<file path="src/rtl/name_assembler.sv">
// Packs a stream of name words into a flat name bus and queues finished names
// in a small FIFO for the FIB lookup side.
module name_assembler #(
    parameter int WORD_SIZE       = 32,
    parameter int MAX_NAME_LENGTH = 8,
    parameter int LEN_SIZE        = 4,
    parameter int FIFO_DEPTH      = 4,
    parameter int FIFO_PTR_SIZE   = 2
) (
    input  logic                                 clk,
    input  logic                                 rst,
    input  logic [WORD_SIZE-1:0]                 in_word,
    input  logic                                 in_valid,
    input  logic                                 in_last,
    output logic                                 in_ready,
    output logic [MAX_NAME_LENGTH*WORD_SIZE-1:0] name_out,
    output logic [LEN_SIZE-1:0]                  name_len,
    output logic                                 name_trunc,
    output logic                                 name_valid,
    input  logic                                 name_ready,
    output logic [FIFO_PTR_SIZE:0]               fifo_count
);

    localparam int NAME_W = MAX_NAME_LENGTH * WORD_SIZE;
    localparam int CNT_W  = FIFO_PTR_SIZE + 1;

    typedef enum logic {
        COLLECT,
        DISCARD
    } state_e;

    state_e                state_q, state_d;
    logic [NAME_W-1:0]     asm_q, asm_d, asmWritten;
    logic [LEN_SIZE-1:0]   idx_q, idx_d;
    logic                  accept, push, pop, idxAtMax;
    logic [NAME_W-1:0]     pushName;
    logic [LEN_SIZE-1:0]   pushLen;
    logic                  pushTrunc;

    logic [NAME_W-1:0]        memName_q  [FIFO_DEPTH];
    logic [LEN_SIZE-1:0]      memLen_q   [FIFO_DEPTH];
    logic                     memTrunc_q [FIFO_DEPTH];
    logic [FIFO_PTR_SIZE-1:0] wrPtr_q, rdPtr_q;
    logic [CNT_W-1:0]         count_q;

    // in_ready depends only on the registered occupancy, never on name_ready
    assign in_ready   = (count_q != CNT_W'(FIFO_DEPTH));
    assign name_valid = (count_q != '0);
    assign accept     = in_valid && in_ready;
    assign pop        = name_valid && name_ready;
    assign idxAtMax   = (idx_q == LEN_SIZE'(MAX_NAME_LENGTH - 1));

    assign name_out   = memName_q[rdPtr_q];
    assign name_len   = memLen_q[rdPtr_q];
    assign name_trunc = memTrunc_q[rdPtr_q];
    assign fifo_count = count_q;

    always_ff @(posedge clk or posedge rst) begin
        if (rst) begin
            state_q <= COLLECT;
        end else begin
            state_q <= state_d;
        end
    end

    always_comb begin
        state_d = state_q;
        case (state_q)
            COLLECT: if (accept && !in_last && idxAtMax) state_d = DISCARD;
            DISCARD: if (accept && in_last)              state_d = COLLECT;
        endcase
    end

    // Word i lands in the i-th slot from the top so word 0 sits in the MSBs
    always_comb begin
        asmWritten = asm_q;
        for (int i = 0; i < MAX_NAME_LENGTH; i++) begin
            if (idx_q == LEN_SIZE'(i)) begin
                asmWritten[(MAX_NAME_LENGTH-i)*WORD_SIZE-1 -: WORD_SIZE] = in_word;
            end
        end
    end

    always_comb begin
        asm_d     = asm_q;
        idx_d     = idx_q;
        push      = 1'b0;
        pushName  = asmWritten;
        pushLen   = idx_q + LEN_SIZE'(1);
        pushTrunc = 1'b0;
        case (state_q)
            COLLECT: begin
                if (accept) begin
                    if (in_last) begin
                        push  = 1'b1;
                        asm_d = '0;
                        idx_d = '0;
                    end else begin
                        asm_d = asmWritten;
                        if (!idxAtMax) idx_d = idx_q + LEN_SIZE'(1);
                    end
                end
            end
            DISCARD: begin
                pushName  = asm_q;
                pushLen   = LEN_SIZE'(MAX_NAME_LENGTH);
                pushTrunc = 1'b1;
                if (accept && in_last) begin
                    push  = 1'b1;
                    asm_d = '0;
                    idx_d = '0;
                end
            end
        endcase
    end

    always_ff @(posedge clk or posedge rst) begin
        if (rst) begin
            asm_q <= '0;
            idx_q <= '0;
        end else begin
            asm_q <= asm_d;
            idx_q <= idx_d;
        end
    end

    always_ff @(posedge clk or posedge rst) begin
        if (rst) begin
            for (int i = 0; i < FIFO_DEPTH; i++) begin
                memName_q[i]  <= '0;
                memLen_q[i]   <= '0;
                memTrunc_q[i] <= 1'b0;
            end
            wrPtr_q <= '0;
            rdPtr_q <= '0;
            count_q <= '0;
        end else begin
            if (push) begin
                memName_q[wrPtr_q]  <= pushName;
                memLen_q[wrPtr_q]   <= pushLen;
                memTrunc_q[wrPtr_q] <= pushTrunc;
                wrPtr_q             <= wrPtr_q + FIFO_PTR_SIZE'(1);
            end
            if (pop) begin
                rdPtr_q <= rdPtr_q + FIFO_PTR_SIZE'(1);
            end
            case ({push, pop})
                2'b10:   count_q <= count_q + CNT_W'(1);
                2'b01:   count_q <= count_q - CNT_W'(1);
                default: count_q <= count_q;
            endcase
        end
    end

endmodule

</file>
<file path="config.mk">
export PLATFORM = sky130hd
export DESIGN_NAME = name_assembler
export DESIGN_NICKNAME = d
export VERILOG_FILES = /design/src/rtl/name_assembler.sv
export SDC_FILE = /design/constraint.sdc
export NUM_CORES = 2
export LEC_CHECK = 0
export BUFFER_PORTS_ARGS = -buffer_cell sky130_fd_sc_hd__buf_2
export CAP_MARGIN = 10
export CORE_MARGIN = 2
export CORE_UTILIZATION = 38
export DETAILED_ROUTE_END_ITERATION = 16
export HOLD_SLACK_MARGIN = 0.08
export PLACE_DENSITY_LB_ADDON = 0.08
export SLEW_MARGIN = 20
export SYNTH_ARGS = -nofsm -noshare
export SYNTH_HDL_FRONTEND = slang
export SYNTH_SLANG_ARGS = --single-unit
</file>
<file path="constraint.sdc">
create_clock -name clk -period 41.1 [get_ports clk]
set_input_delay 4.11 -clock clk [delete_from_list [all_inputs] [get_ports clk]]
set_output_delay 4.11 -clock clk [all_outputs]
set_load 0.01 [all_outputs]
</file>
After elaboration in Yosys (flattened, before gate mapping)
Index checks and enable logic that the tools add are counted.

cells by class
  eq/ne operators = 13
  shift operators = 0
  reductions and logical operators = 12
  multiply operators = 0
  $add $sub $neg = 5
  $lt $le $gt $ge = 3
  muxes and demuxes = 46
  divide/modulo/power cells = 0
  bitwise logic cells = 3

operators with widths
  operator                                                   number
  two-way mux 256 bit                                        7
  bitwise mux 1024 bit                                       1
  binary-select mux 256 bit (select 2 bit)                   1
  demux 256 bit (select 2 bit)                               1
  case mux 256 bit (2 select lines)                          1
  two-way mux 32 bit                                         8
  two-way mux 4 bit                                          8
  bitwise mux 16 bit                                         1
  == test 4 x 3 -> 1 bit (second input constant)             4
  two-way mux 1 bit                                          9
  binary-select mux 4 bit (select 2 bit)                     1
  demux 4 bit (select 2 bit)                                 1
  == test 4 x 2 -> 1 bit (second input constant)             2
  case mux 4 bit (2 select lines)                            1
  greater-or-equal comparator 3 bit (second input constant)  2
  logical AND 1 bit                                          6
  inequality test 3 bit (second input constant)              2
  inverter 2 -> 3 bit                                        2
  case mux 3 bit (2 select lines)                            1
  adder 2 x 1 -> 2 bit (second input constant)               2
  adder 4 x 1 -> 4 bit (second input constant)               1
  bitwise mux 4 bit                                          1
  == test 4 x 1 -> 1 bit (second input constant)             1
  zero test 4 bit                                            1
  16 further kinds                                           17

storage, ports and cells
  memories = 0
  word-level logic and storage cells = 100
  input bits = 37
  latch bits = 0
  RAM bits = 0
  register bits = 1312
  bits in read-only memories = 0
  output and inout port bits = 266

Depth between registers and ports, before layout
  depth in word-level cells = 7
  mapped depth = 10
  gate-level depth less buffers = 9

Worst setup path after synthesis
Ideal clock, no wire load.

  path type = input to register
  start = input port in_last
  end = register count_q[2] (netlist: fifo_count[2])
  path slack = 35.361 ns
  data required time = 40.972 ns
  setup time = 0.128 ns
  cell stages on the path = 9
  arrival = 5.611 ns
  buffers on the path = 2
  cells stage by stage = buf_2 clkbuf_1 nand3_1 ha_1 inv_1 fa_1 xor2_1 nor2_1 xor2_1

between the ends
  cells in the longest elaborated chain, start to end = 5
  elaborated cells on any way between the ends = 9
  those cells by class = 2 x eq/ne; 5 x mux; 2 x reduce/logical

RTL lines
  element                                                                RTL line  text
  start: declaration                                                     14        input logic in_last,
  two-way mux 1 bit or logical AND 1 bit (tied branches)                 94, 108
  two-way mux 1 bit (on tied branches)                                   93, 108
  case mux 1 bit (2 select lines) *                                      91        case (state_q)
  == test 2 x 1 -> 1 bit or == test 2 bit (tied branches)                147       case ({push, pop})
  case mux 3 bit (2 select lines) or nonzero test 2 bit (tied branches)  n/a
  end signal: assignment                                                 148       2'b10: count_q <= count_q + CNT_W'(1);
  end signal: assignment                                                 149       2'b01: count_q <= count_q - CNT_W'(1);
  end signal: assignment                                                 150       default: count_q <= count_q;
  end: declaration                                                       44        logic [CNT_W-1:0] count_q;

Every way passes the cells marked *; elsewhere a longest branch is shown, timed or not.
A chain may end at the register's enable or synchronous reset.

Final worst setup path
  start = register rdPtr_q[1]
  end = output port name_out[216]

between the ends
  cells in the longest elaborated chain, start to end = 4

RTL lines
  element                                                  RTL line  text
  start: declaration                                       43        logic [FIFO_PTR_SIZE-1:0] wrPtr_q, rdPtr_q;
  start signal: assignment                                 145       rdPtr_q <= rdPtr_q + FIFO_PTR_SIZE'(1);
  inverter 2 -> 3 bit (not written as such)                53        assign name_out = memName_q[rdPtr_q];
  binary-select mux 256 bit (select 2 bit)                 53
  two-way mux 256 bit (not written as such) (2 in series)  53
  end: declaration                                         16        output logic [MAX_NAME_LENGTH*WORD_SIZE-1:0] name_out,

No other way between the ends. The select of a mux whose other input is x is not followed.

==> impl_metrics.csv <==
group,metric,value,unit
detailed_routing,met3_wirelength,8090,um
critical_path,end_kind,"output pin",
final_layout,final_cell_area,66500,um2
clock_tree,postCtsSetupBuffers,0,
floorplan,pin_count,303,
synth,synth_nets,3560,
detailed_routing,vias,33200,
pwr,seqPwrFrac,39.5,%
pwr,switching_power,0.00151,W
place,place_congestion,0.718,
timing,finClkSkew,0.0224,ns
synth,netlist_area,57900,um2
synth,yosysWarnings,0,
pwr,switching_share,32.2,%
timing,slew_headroom,26.4,%
final_layout,syn2layout_area_growth,14.8,%
critical_path,crit_type,"register to output pin",
place,dp.final_hpwl,100000,um
critical_path,cpPeakStageDelay,1.00,ns
global_routing,overflow,0,
synth,yosys-top-cells-area,"dfrtp_1 (57%), mux2_2 (18%), mux4_2 (10%)",
timing,finalCritPeriodShare,22.3,%
synth,synth-edff-count,0,
synth,yosysTopAreaCellShare,56.7,%
place,io_buffers,302,
synth,syn_avg_cell_area,16.5,um2
pwr,p_int,0.00317,W
floorplan,die_w,394,um
clock_tree,ctsHoldBuffers,0,
floorplan,initial_core_util,38.2,%
floorplan,core_area,152000,um2
detailed_routing,met1Wirelength,76600,um
place,postPlaceCellArea,61400,um2
synth,yosysUniqueCellTypes,46,
final_layout,fillerInstances,13400,
detailed_routing,wirelength,173000,um
job,drv_cap,0,
global_routing,grt_start_max_net_pins,186,
detailed_routing,firstDrtPassIters,4,
timing,rsz0062_at_grt,"no",
detailed_routing,dr.max_layer_used,"met5",
clock_tree,clkLatencyLatePin,0.77,ns
timing,report.final.slew_viol_count,0,
clock_tree,clock_sinks,1312,
timing,tightest_slew,1.10,ns
global_routing,grt_pass1_wl,259000,um
critical_path,path_cells,"buf_4 -> buf_4 -> buf_4 -> mux4_2 -> buf_2",
critical_path,critPathArrivalTime,5.04,ns
clock_tree,ctsResizeCount,0,
final_layout,nets,3803,
run_status,run_status,"finished clean",
clock_tree,path_clk_slew,0.06,ns
clock_tree,cts_buffer_depth,3,
critical_path,cp_num_buf_inv,4,
detailed_routing,drc,0,
timing,setup_viol,0,
detailed_routing,viasPerCell,5.63,
critical_path,cpMaxStageDelayCell,"dfrtp_4",
floorplan,die_h,394,um
timing,fin_tns_setup,0,ns
synth,synth_top_area_cell,"dfrtp_1",
min_path,hold_class,"register to register",
clock_tree,root_buffer,"clkbuf_16",
synth,synthArstFlopShare,100,%
pwr,p_leak,32.7,nW
synth,synthFlopType,"dfrtp_1",
detailed_routing,ant_nets,0,
timing,fin_crit,9.15,ns
global_routing,grt.total_usage,22.5,%
final_layout,drive_above_1_share,47.7,%
clock_tree,htreeDepth,4,
synth,syn-instance-count,3513,
pwr,ir_drop,0.0474,mV
global_routing,antenna_found_initial,22,
timing,fmax,109,MHz
critical_path,critPathLaunchType,"register",
detailed_routing,wl_met2,84200,um
global_routing,grt_pass1_vias,37700,
pwr,power_density,70.4,nW/um2
detailed_routing,drt_iter0_drc,1764,
pwr,comb_power_share,31.6,%
critical_path,cp_top_family,"buffers and inverters",
timing,hold_viol,0,
critical_path,cp.required,36.99,ns
critical_path,worstPathMaxFanout,40,
clock_tree,cts-buffers-inserted,150,
synth,ys_seq_elements,1312,
detailed_routing,wire_per_inst,29.4,um
critical_path,crit_top_cell,"buf_4",
floorplan,die_area,156000,um2
clock_tree,cts_tree,"built",
synth,yosysSeqAreaShare,56.7,%
pwr,p_clk_share,29.0,%
floorplan,rows,143,
cells by family after synthesis:
kind of cell | share of synthesized area, %
mux | 35.5
flops | 56.7
buf+inv | 2.48
compound gates | 4.15
simple gates | 0.860
fa+ha+maj | 0.229
xor+xnor | 0.106
cell usage in the layout, fill, tap and decap left out, types with 3 or more instances in the layout:
master	count
a22o_1	256
buf_12	4
buf_16	5
buf_2	302
buf_4	67
buf_6	4
bufinv_16	11
clkbuf_1	35
clkbuf_16	155
clkbuf_8	37
clkinv_2	17
dfrtp_1	1310
diode_2	5
ha_1	9
inv_1	10
inv_6	3
mux2_1	354
mux2_2	941
mux2_4	6
mux4_2	261
nand4_4	4
nor2_1	5
nor4b_4	11
nor4bb_4	4
o211ai_1	7
xnor2_1	4
xor2_1	3
layout make-up:
| cell class | count | area, um2 | share of cell area (%) |
|---|---|---|---|
| Clock buffer | 227 | 4520 | 6.80 |
| Multi-Input combinational cell | 1898 | 23800 | 35.8 |
| Sequential cell | 1312 | 32800 | 49.4 |
| Clock inverter | 33 | 457 | 0.687 |
| Timing Repair Buffer | 382 | 2280 | 3.43 |
| Inverter | 12 | 52.6 | 0.0791 |
| Antenna cell | 5 | 12.5 | 0.0188 |
| Tap cell | 2030 | 2540 | 3.82 |
worst reg2reg max path, delay by kind of cell, from the launching register on:
kind | cells | cell delay, ns
buffers and inverters | 4 | 2.65
flip-flops | 1 | 0.46
multiplexers | 1 | 0.48
AND/OR/NAND/NOR | 2 | 0.88
state kept, by name (all words and copies together), names as in the netlist:
name	count
asm_q	256
fifo_count	3
idx_q	4
memLen_q	16
memName_q	1024
memTrunc_q	4
rdPtr_q	2
state_q	1
wrPtr_q	2
cell usage after synthesis (2+ instances only):
| cell | number |
|---|---|
| a21o_1 | 2 |
| a22o_1 | 256 |
| a31o_2 | 2 |
| a31oi_1 | 2 |
| buf_1 | 29 |
| buf_2 | 184 |
| buf_4 | 2 |
| buf_6 | 8 |
| clkbuf_1 | 68 |
| dfrtp_1 | 1312 |
| ha_1 | 9 |
| inv_1 | 11 |
| mux2_1 | 354 |
| mux2_2 | 941 |
| mux2_4 | 6 |
| mux4_2 | 261 |
| nand2_1 | 2 |
| nand4_1 | 2 |
| nand4_2 | 4 |
| nor2_1 | 5 |
| nor3_1 | 2 |
| nor4b_4 | 11 |
| nor4bb_1 | 5 |
| o211ai_1 | 7 |
| o211ai_2 | 2 |
| xnor2_1 | 4 |
| xor2_1 | 3 |
per-layer routing:
layer  global-route usage (%)  up-vias
met5                        0        -
met4                     6.55        6
met3                     3.83      224
met2                     36.8      763
met1                     30.6    18500
li1                         -    13700
power by group through the flow:
| stage | registers [W] | logic [W] | clock network (W) |
|---|---|---|---|
| after floorplan | 0.00178 | 0.00105 | 0 |
| after global placement | 0.00184 | 0.00146 | 0 |
| after detailed placement | 0.00187 | 0.00150 | 0 |
| after CTS | 0.00185 | 0.00150 | 0.00139 |
| after global routing | 0.00189 | 0.00159 | 0.00144 |
| final | 0.00185 | 0.00148 | 0.00136 |
final timing paths:
check | from | end | slack (ns) | cells past startpoint
setup / recovery | rdPtr_q[1] | name_out[216] | 31.95 | 5
hold / removal | memName_q[20] | memName_q[20] | 0.49 | 1
setup reg to reg | fifo_count[0] | memName_q[523] | 36.50 | 7
hold reg to reg | memName_q[20] | memName_q[20] | 0.49 | 1
max in group asynchronous | rst | memName_q[598] | 33.56 | 7
min in group asynchronous | rst | memName_q[231] | 3.50 | 2
stage by stage:
step                      hold WS [ns]  cells  utilization [%]  total power, W  worst slack (ns)
final                            0.485   5899             43.8         0.00468             31.95
after CTS                        0.488   5890             43.7         0.00474             31.69
after global placement           0.468   5629             40.4         0.00329             32.46
after floorplan                  0.459   3513                -         0.00283           0.00791
after global routing             0.491   5894             43.8         0.00492             31.53
after detailed placement         0.475   5630             40.4         0.00337             32.23
No activity file was read; power rests on OpenSTA's default activity.
